## src/rtl/mic_sum_pkg.sv

```systemverilog
// Shared constants and helpers for the time-multiplexed mic frame summer.
// Optional per-channel masking is enabled by defining MIC_SUM_CHAN_MASK_EN.
package mic_sum_pkg;

  localparam int N_CH_DEF = 16;
  localparam int IN_W_DEF = 19;

  function automatic int out_w_def(input int in_w, input int n_ch);
    return in_w + $clog2(n_ch);
  endfunction

  // Sign-extend the low w bits of x to 32 bits; callers truncate to OUT_W.
  function automatic logic [31:0] sext_to_out(input logic [31:0] x,
                                               input int w);
    logic signed [31:0] t;
    t = signed'(x << (32 - w));
    return 32'(t >>> (32 - w));
  endfunction

endpackage

```

## src/rtl/mic_sum_acc_dp.sv

```systemverilog
// Accumulator datapath: one shared adder feeding the frame accumulator.
// clr has priority over load, load over add.
module mic_sum_acc_dp #(
  parameter int W = 23
) (
  input  logic         clk,
  input  logic         rst,
  input  logic         add_en,
  input  logic         load_en,
  input  logic         clr,
  input  logic [W-1:0] sample,
  output logic [W-1:0] sum_next
);

  logic [W-1:0] acc;

  assign sum_next = acc + sample;

  always_ff @(posedge clk) begin
    if (rst || clr) begin
      acc <= '0;
    end else if (load_en) begin
      acc <= sample;
    end else if (add_en) begin
      acc <= sum_next;
    end
  end

endmodule

```

## src/rtl/mic_sum_sequencer.sv

```systemverilog
// Serial N_CH-channel mic frame summer with valid/ready in and out.
// Define MIC_SUM_CHAN_MASK_EN to add chan_mask and out_nact ports.
module mic_sum_sequencer
  import mic_sum_pkg::*;
#(
  parameter  int N_CH  = N_CH_DEF,
  parameter  int IN_W  = IN_W_DEF,
  localparam int OUT_W = out_w_def(IN_W, N_CH),
  localparam int CW    = $clog2(N_CH)
) (
  input  logic             clk,
  input  logic             rst,
  input  logic [IN_W-1:0]  in_sample,
  input  logic             in_sof,
  input  logic             in_valid,
  output logic             in_ready,
`ifdef MIC_SUM_CHAN_MASK_EN
  input  logic [N_CH-1:0]  chan_mask,
  output logic [CW:0]      out_nact,
`endif
  output logic [OUT_W-1:0] out_sum,
  output logic             out_valid,
  input  logic             out_ready,
  output logic             busy,
  output logic             frame_err
);

  logic [CW-1:0]    ch_cnt;
  logic [OUT_W-1:0] ext;
  logic [OUT_W-1:0] addend;
  logic [OUT_W-1:0] sum_next;
  logic             accept;
  logic             first;
  logic             last;
  logic             start;
  logic             step;
  logic             done;
  logic             early;
  logic             drop;
  logic             active;

  assign in_ready = !out_valid || out_ready;
  assign accept   = in_valid && in_ready;
  assign first    = (ch_cnt == '0);
  assign last     = (ch_cnt == CW'(N_CH - 1));
  assign busy     = !first;

  // sof always restarts, even on the would-be last sample.
  assign start = accept && in_sof;
  assign early = start && !first;
  assign drop  = accept && !in_sof && first;
  assign step  = accept && !in_sof && !first;
  assign done  = step && last;

  assign ext    = OUT_W'(sext_to_out(32'(in_sample), IN_W));
  assign addend = active ? ext : '0;

`ifdef MIC_SUM_CHAN_MASK_EN
  logic [N_CH-1:0] mask_q;
  logic [CW:0]     nact;

  assign active = in_sof ? chan_mask[0] : mask_q[ch_cnt];

  always_ff @(posedge clk) begin
    if (rst) begin
      mask_q   <= '0;
      nact     <= '0;
      out_nact <= '0;
    end else begin
      if (start) begin
        mask_q <= chan_mask;
        nact   <= (CW + 1)'(active);
      end else if (done) begin
        nact <= '0;
      end else if (step) begin
        nact <= nact + (CW + 1)'(active);
      end
      if (done) begin
        out_nact <= nact + (CW + 1)'(active);
      end
    end
  end
`else
  assign active = 1'b1;
`endif

  mic_sum_acc_dp #(
    .W(OUT_W)
  ) u_dp (
    .clk      (clk),
    .rst      (rst),
    .add_en   (step && !last),
    .load_en  (start),
    .clr      (done),
    .sample   (addend),
    .sum_next (sum_next)
  );

  always_ff @(posedge clk) begin
    if (rst) begin
      ch_cnt    <= '0;
      out_sum   <= '0;
      out_valid <= 1'b0;
      frame_err <= 1'b0;
    end else begin
      frame_err <= early || drop;
      if (start) begin
        ch_cnt <= CW'(1);
      end else if (done) begin
        ch_cnt <= '0;
      end else if (step) begin
        ch_cnt <= ch_cnt + CW'(1);
      end
      if (done) begin
        out_sum   <= sum_next;
        out_valid <= 1'b1;
      end else if (out_ready) begin
        out_valid <= 1'b0;
      end
    end
  end

endmodule

```

## config.mk

```make
export PLATFORM = sky130hd
export DESIGN_NAME = mic_sum_sequencer
export DESIGN_NICKNAME = d
export VERILOG_FILES = /design/src/rtl/mic_sum_pkg.sv /design/src/rtl/mic_sum_acc_dp.sv /design/src/rtl/mic_sum_sequencer.sv
export SDC_FILE = /design/constraint.sdc
export NUM_CORES = 1
export LEC_CHECK = 0
export ABC_AREA = 1
export BUFFER_PORTS_ARGS = -buffer_cell sky130_fd_sc_hd__clkbuf_2
export CAP_MARGIN = 20
export CORE_ASPECT_RATIO = 1.25
export CORE_MARGIN = 5
export CORE_UTILIZATION = 53
export CTS_CLUSTER_SIZE = 40
export DETAILED_ROUTE_END_ITERATION = 8
export GPL_TIMING_DRIVEN = 0
export PLACE_DENSITY = 0.75
export SLEW_MARGIN = 0
export SYNTH_ARGS = -nofsm -noshare
export SYNTH_HDL_FRONTEND = slang
export SYNTH_SLANG_ARGS = --single-unit
```

## constraint.sdc

```tcl
create_clock -name clk -period 1.65 [get_ports clk]
set_input_delay 0.33 -clock clk [delete_from_list [all_inputs] [get_ports clk]]
set_output_delay 0.33 -clock clk [all_outputs]
set_load 0.005 [all_outputs]
```

# == After elaboration in Yosys (flattened, before gate mapping) ==
# Cells that the tools add are included.
# totals
register_bits,52
output_inout_bits,27
elab_cells,36
# op_classes
add_sub_neg,2
eq_ne,1
mux,7
reduce_logical,20
# op_table
operator,n
2-to-1 mux 23 bit,2
adder 23 bit,1
logical AND 1 bit,8
2-to-1 mux 1 bit,5
adder 4 x 1 -> 4 bit (second input constant),1
== test 4 bit (second input constant),1
zero test 1 bit,4
zero test 4 bit,1
nonzero test 2 bit,2
logical OR 1 bit,3
nonzero test 3 bit,1
OR reduction 3 bit,1

# == Logic depth before layout (Yosys ltp) ==
# Gate-level depths: netlist (run 1).
# logic_depth
word_depth,8
mapped_depth,13

# == By module ==
# A second synthesis (run 1) with hierarchy kept.
# hier_totals
cells_unflattened,604
area_unflattened_um2,3766.1
# modules_own_cells
module,n_inst,cells_per_inst,area_per_inst_um2,seq_area_each_um2
mic_sum_acc_dp,1,454,2596.2,460.4
mic_sum_sequencer,1,150,1169.9,580.6

# == Least setup slack after synthesis (run 1) ==
# OpenSTA, ideal clock, no wires.
# synth_timing
kind,input port to flip-flop
start,input in_sample[0]
end,register u_dp.acc[16]
arrival_ns,1.686
path_slack_ns,-0.102
cell_stages,12
path_buffers,0
path_cell_list,ha_1 > inv_1 > fa_1 > inv_1 > nand3_1 > nand3_1 > nand2_1 > nand2_2 > nand2_1 > nand3b_1 > nand3_1 > a21oi_2
# synth_between
elab_chain_len,3
# synth_lines
item,line,rtl
"start, declared",mic_sum_sequencer.sv:13,"input logic [IN_W-1:0] in_sample,"
adder 23 bit,mic_sum_acc_dp.sv:17,assign sum_next = acc + sample;
2-to-1 mux 23 bit,mic_sum_acc_dp.sv:24,end else if (add_en) begin
2-to-1 mux 23 bit,mic_sum_acc_dp.sv:22,end else if (load_en) begin
"end signal, assigned",mic_sum_acc_dp.sv:23,acc <= sample;
"end signal, assigned",mic_sum_acc_dp.sv:25,acc <= sum_next;
"end, declared",mic_sum_acc_dp.sv:15,logic [W-1:0] acc;
# No other way between the ends. The select of a mux whose other input is x is not followed.
# A chain may end at the register's enable or synchronous reset.

# == Final worst setup path (run 1) ==
# layout_timing
start,register u_dp.acc[0]
end,register u_dp.acc[16]
# layout_between
elab_chain_len,3
# layout_lines
item,line
adder 23 bit,mic_sum_acc_dp.sv:17
2-to-1 mux 23 bit,mic_sum_acc_dp.sv:24
2-to-1 mux 23 bit,mic_sum_acc_dp.sv:22
# No other way between the ends. The select of a mux whose other input is x is not followed.

==> flow_summary.json, run 1 <==
{
  "drv_slew": 0,
  "cts_buffers": 5,
  "synth_seq_area_share_pct": 26.9,
  "dpl.hpwl_um": 8230,
  "dp_cells": 746,
  "ir_drop_mv": 0.417,
  "hold_viol": 0,
  "clk_pin_slew_ps": 110,
  "sequentialPowerShare_pct": 39.2,
  "powerDensity_nw_per_um2": 651,
  "drive_gt1_share_pct": 37.4,
  "ys.flop_type": "dfxtp_1",
  "critPathRequiredTime_ps": 1910,
  "cts_tree": "yes",
  "drt_iter0_markers": 335,
  "coreArea_sq_um": 7060,
  "dpl_cell_area_sq_um": 4260,
  "p_sw_mw": 1.18,
  "syn_inst": 606,
  "path_class": "flop to flop",
  "synth_seq_cells": 52,
  "finish.instance_area_sq_um": 5260,
  "final_common_cell": "nand2_1",
  "cell_internal_pwr_mw": 2.24,
  "worst_hold_startpoint": "rst",
  "netlist_area_sq_um": 3870,
  "endpoint_kind": "flop",
  "cts_hold_buf": 0,
  "tightest_slew_ps": 443,
  "ios": 51,
  "violations": "setup timing",
  "setup_ws_ps": -239,
  "crit_fanout": 3,
  "leakagePower_nw": 2.60,
  "io_buffer_count": 50,
  "routed_wl_um": 12300,
  "status": "finished with violations",
  "clockRootBuffer": "clkbuf_8",
  "die_y_um": 106,
  "gp_congestion": 0.955,
  "fill_cells": 576,
  "rows": 34,
  "grt_use_total_pct": 25.0,
  "hold_path.class": "input pin to flop",
  "final_cells": 775,
  "initial_core_util_pct": 54.9,
  "layout_common_cells": "193 x nand2_1, 88 x inv_1, 50 x clkbuf_2",
  "clock_path_buffers": 2,
  "synth_edf_count": 0,
  "crit_path_start": "u_dp.acc[0]",
  "clkPwrFrac_pct": 28.6,
  "slew_headroom_pct": 70.5,
  "dieArea_sq_um": 9130,
  "clkLatencyLatePin_ps": 320,
  "finalSetupViolCount": 20,
  "overflow": 0,
  "setup_tns_ps": -3610,
  "grt_pass1_wl_um": 18400,
  "die_w_um": 86.5,
  "area_delta_synth_final_pct": 35.7,
  "cts.sinks": 52,
  "antenna_found_initial": 0,
  "num_vias": 4152,
  "fin_crit_sh_pct": 114,
  "yosysUniqueCellTypes": 34,
  "cp.arrival_ps": 2150,
  "avgViaCountPerCell": 5.36,
  "cap_violations": 0,
  "ys_warn_count": 0,
  "grt_start_max_net_pins": 17,
  "start_kind": "flop",
  "fmax_ghz": 0.529,
  "hold_slack_ps": 289,
  "swShare_pct": 34.4,
  "insertedDiodeCount": 0,
  "place_ws_ps": -395,
  "layout.nets": 733,
  "synth_nets": 655,
  "htreeDepth": 2,
  "pwr-share-comb_pct": 32.2,
  "grt_pass1_vias": 4034,
  "first_pass_iters": 4,
  "detail-route-antenna-nets": 0,
  "rsz0062_at_grt": "yes",
  "async_flop_share_pct": 0,
  "worstReg2RegStart": "u_dp.acc[0]",
  "wl_per_cell_um": 15.8,
  "fin_crit_ps": 1890,
  "drcViolationCount": 0,
  "synth.avg_cell_area_sq_um": 6.39,
  "fin_skew_ps": 13.8
}
==> per-stage QoR <==
step	util, %	power [mW]
2_1_floorplan	-	1.96
3_3_place_gp	60.3	2.15
3_5_place_dp	60.3	2.17
4_1_cts	68.7	3.28
5_1_grt	74.5	3.59
6_report	74.5	3.42
==> sequential cells by signal, summed over array words and instances, names as in the netlist <==
register and count:
out_valid 1, frame_err 1, out_sum 23, u_dp.acc 23
ch_cnt 4
==> power by group through the flow <==
stage,clock (mW),combinational [mW],sequential [mW]
2_1_floorplan,0,0.619,1.34
3_3_place_gp,0,0.802,1.35
3_5_place_dp,0,0.816,1.35
4_1_cts,0.988,0.958,1.34
5_1_grt,1.04,1.21,1.35
6_report,0.977,1.10,1.34
==> area by class of cell <==
type / instances / area, sq um / share of cell area, %
Clock inverter: 2 / 38.8 / 0.738
Inverter: 107 / 407 / 7.73
Clock buffer: 6 / 82.6 / 1.57
Sequential cell: 52 / 1060 / 20.2
Tap cell: 90 / 113 / 2.14
Multi-Input combinational cell: 435 / 2930 / 55.7
Buffer: 12 / 134 / 2.55
Timing Repair Buffer: 71 / 490 / 9.33
==> critical path, stage by stage, from the launching register on <==
cell and delay [ps]:
dfxtp_2 370, ha_4 180, inv_2 50, fa_2 370, inv_2 80, nand3_2 90
nand3_4 100, nand2_2 70, nand2_4 120, nand2_4 60, nand3b_1 150, nand3_2 80
a21oi_2 110
==> per-layer routing <==
metal	GRT usage, %	routed length, um
met2	43.8	6190
met4	10.5	532
met3	2.89	736
met5	0	0
met1	30.3	4810
==> cell families after synthesis <==
kind of cell               count (synthesis)  share of synthesized area, %
AOI/OAI and AO/OA                         56                          9.23
adders and majority gates                 25                          8.27
and+or+nand+nor                          346                          40.7
DFF                                       52                          26.9
buffers and inverters                    119                          13.2
xor gates and xnor gates                   8                          1.81
==> Yosys cell counts, types with 5 or more instances <==
cell type	count	area share, %
nand2_1	222	22
nor2_4	9	2.6
a31oi_1	8	1.3
inv_1	96	9.3
a21oi_1	21	2.7
o21ai_0	6	0.77
nand3_1	49	6.3
nand4_1	7	1.1
inv_2	11	1.1
a21oi_2	11	2.5
dfxtp_1	52	27
buf_6	7	2.0
nor2_1	26	2.5
xnor2_1	5	1.1
a22o_1	6	1.4
ha_1	24	7.7
nand2_2	13	2.1
==> what timing repair did <==
item	4_1_cts	5_1_grt
setup endpoints to repair	37	49
gates cloned	1	4
pin swaps	17	28
setup buffers	10	7
resized for setup	60	83
==> worst paths after layout <==
path                   to  slack (ps)  cells past startpoint
max          u_dp.acc[16]        -240                     12
min             out_valid         290                      2
max reg2reg  u_dp.acc[16]        -240                     12
min reg2reg   out_sum[18]         450                      2
(Power assumes the default switching activity.)
==> run 2: changes to the inputs <==
ABC_CLOCK_PERIOD_IN_PS = 1650   (was not set)
RECOVER_POWER = 50   (was not set)
==> run 2 against run 1 <==
  * The run still ends with setup timing left
  * Clock-buffer cell count is the same
  * Critical path depth stayed put
  * Clock skew fell by 0.50 ps
  * Core utilization shrank 0.14 points
  * Via count is 0.53% higher
  * Sequential power about the same
  * Register-to-register slack about the same
  * Critical path type unchanged
  * Critical endpoint unchanged
  * Largest power group unchanged
==> flow_summary.json, run 2 (synthesized netlist as in run 1, its figures left out) <==
{
  "fill_cells": 579,
  "hold_viol": 0,
  "start_kind": "flop",
  "die_w_um": 86.5,
  "initial_core_util_pct": 54.9,
  "coreArea_sq_um": 7060,
  "clock_path_buffers": 2,
  "cts_tree": "yes",
  "htreeDepth": 2,
  "num_vias": 4174,
  "io_buffer_count": 50,
  "clockRootBuffer": "clkbuf_8",
  "routed_wl_um": 12300,
  "grt_start_max_net_pins": 17,
  "powerDensity_nw_per_um2": 651,
  "layout.nets": 733,
  "drt_iter0_markers": 327,
  "cap_violations": 0,
  "fin_crit_sh_pct": 114,
  "finalSetupViolCount": 21,
  "dpl.hpwl_um": 8230,
  "tightest_slew_ps": 461,
  "ir_drop_mv": 0.417,
  "ios": 51,
  "insertedDiodeCount": 0,
  "setup_ws_ps": -233,
  "grt_pass1_vias": 4034,
  "detail-route-antenna-nets": 0,
  "first_pass_iters": 5,
  "rsz0062_at_grt": "yes",
  "gp_congestion": 0.955,
  "layout_common_cells": "193 x nand2_1, 88 x inv_1, 42 x clkbuf_2",
  "slew_headroom_pct": 69.2,
  "dieArea_sq_um": 9130,
  "cts.sinks": 52,
  "setup_tns_ps": -3440,
  "clk_pin_slew_ps": 110,
  "hold_path.class": "input pin to flop",
  "fmax_ghz": 0.531,
  "power_mw": 3.41,
  "drcViolationCount": 0,
  "rows": 34,
  "wl_per_cell_um": 15.8,
  "fin_crit_ps": 1880,
  "area_delta_synth_final_pct": 35.4,
  "fin_skew_ps": 13.3,
  "drv_slew": 0,
  "antenna_found_initial": 0,
  "leakagePower_nw": 2.58,
  "path_class": "flop to flop",
  "drive_gt1_share_pct": 36.2,
  "critPathRequiredTime_ps": 1900,
  "cp.arrival_ps": 2140,
  "clkLatencyLatePin_ps": 320,
  "overflow": 0,
  "grt_pass1_wl_um": 18400,
  "status": "finished with violations",
  "top_regs": "out_sum (23), u_dp.acc (23), ch_cnt (4)",
  "cts_buffers": 5,
  "avgViaCountPerCell": 5.39,
  "violations": "setup timing",
  "final_common_cell": "nand2_1",
  "endpoint_kind": "flop",
  "crit_fanout": 3,
  "grt_use_total_pct": 25.0,
  "die_y_um": 106
}
-- run 2: power breakdown --
group,switching (mW),internal [mW]
registers,0.0414,1.30
logic,0.657,0.446
clock network,0.473,0.498
total,1.17,2.24
-- run 2: worst paths after layout --
| kind | start | to | slack, ps | cells past startpoint |
|---|---|---|---|---|
| max | u_dp.acc[0] | u_dp.acc[16] | -230 | 12 |
| min reg2reg | out_sum[18] | out_sum[18] | 450 | 2 |
| max reg2reg | u_dp.acc[0] | u_dp.acc[16] | -230 | 12 |
| min | rst | out_valid | 290 | 2 |
-- run 2: routing by layer --
| layer | up-vias | share of wire, % | GRT usage (%) |
|---|---|---|---|
| met5 | - | 0 | 0 |
| met4 | 0 | 5.1 | 10.5 |
| met3 | 48 | 4.6 | 2.89 |
| met2 | 125 | 50 | 43.8 |
| met1 | 1939 | 40 | 30.3 |
| li1 | 2062 | - | - |
-- run 2: layout make-up --
cell class	count	area, sq um	area share (%)
multi-input combinational	435	2930	55.8
sequential	52	1060	20.2
timing repair buffer	71	480	9.16
inverter	107	407	7.75
buffer	12	134	2.55
tap	90	113	2.15
clock buffer	6	82.6	1.57
clock inverter	2	38.8	0.739
-- run 2: metrics by stage --
| stage | setup slack [ps] | hold slack, ps | cells | instance area [sq um] | util [%] |
|---|---|---|---|---|---|
| after global routing | -320 | 292 | 775 | 5250 | 74.3 |
| after floorplan | 5.49 | 399 | 606 | 3900 | - |
| after global placement | -360 | 437 | 746 | 4260 | 60.3 |
| after detailed placement | -395 | 441 | 746 | 4260 | 60.3 |
| final | -233 | 290 | 775 | 5250 | 74.3 |
| after CTS | -198 | 278 | 765 | 4850 | 68.7 |
-- run 2: worst max-delay path, stage by stage (launching register included) --
cell and delay [ps]:
dfxtp_2 370, ha_4 170, inv_2 50, fa_2 370, inv_2 80, nand3_2 90
nand3_4 100, nand2_2 70, nand2_4 120, nand2_4 60, nand3b_1 150, nand3_2 80
a21oi_2 110
-- run 2: repair_timing --
| item | in CTS | in global routing |
|---|---|---|
| gates resized for setup | 60 | 83 |
| setup buffers | 10 | 7 |
| hold buffers | 0 | 0 |
| cloned | 1 | 4 |
| setup endpoints to repair | 37 | 49 |
| pin swaps | 17 | 28 |
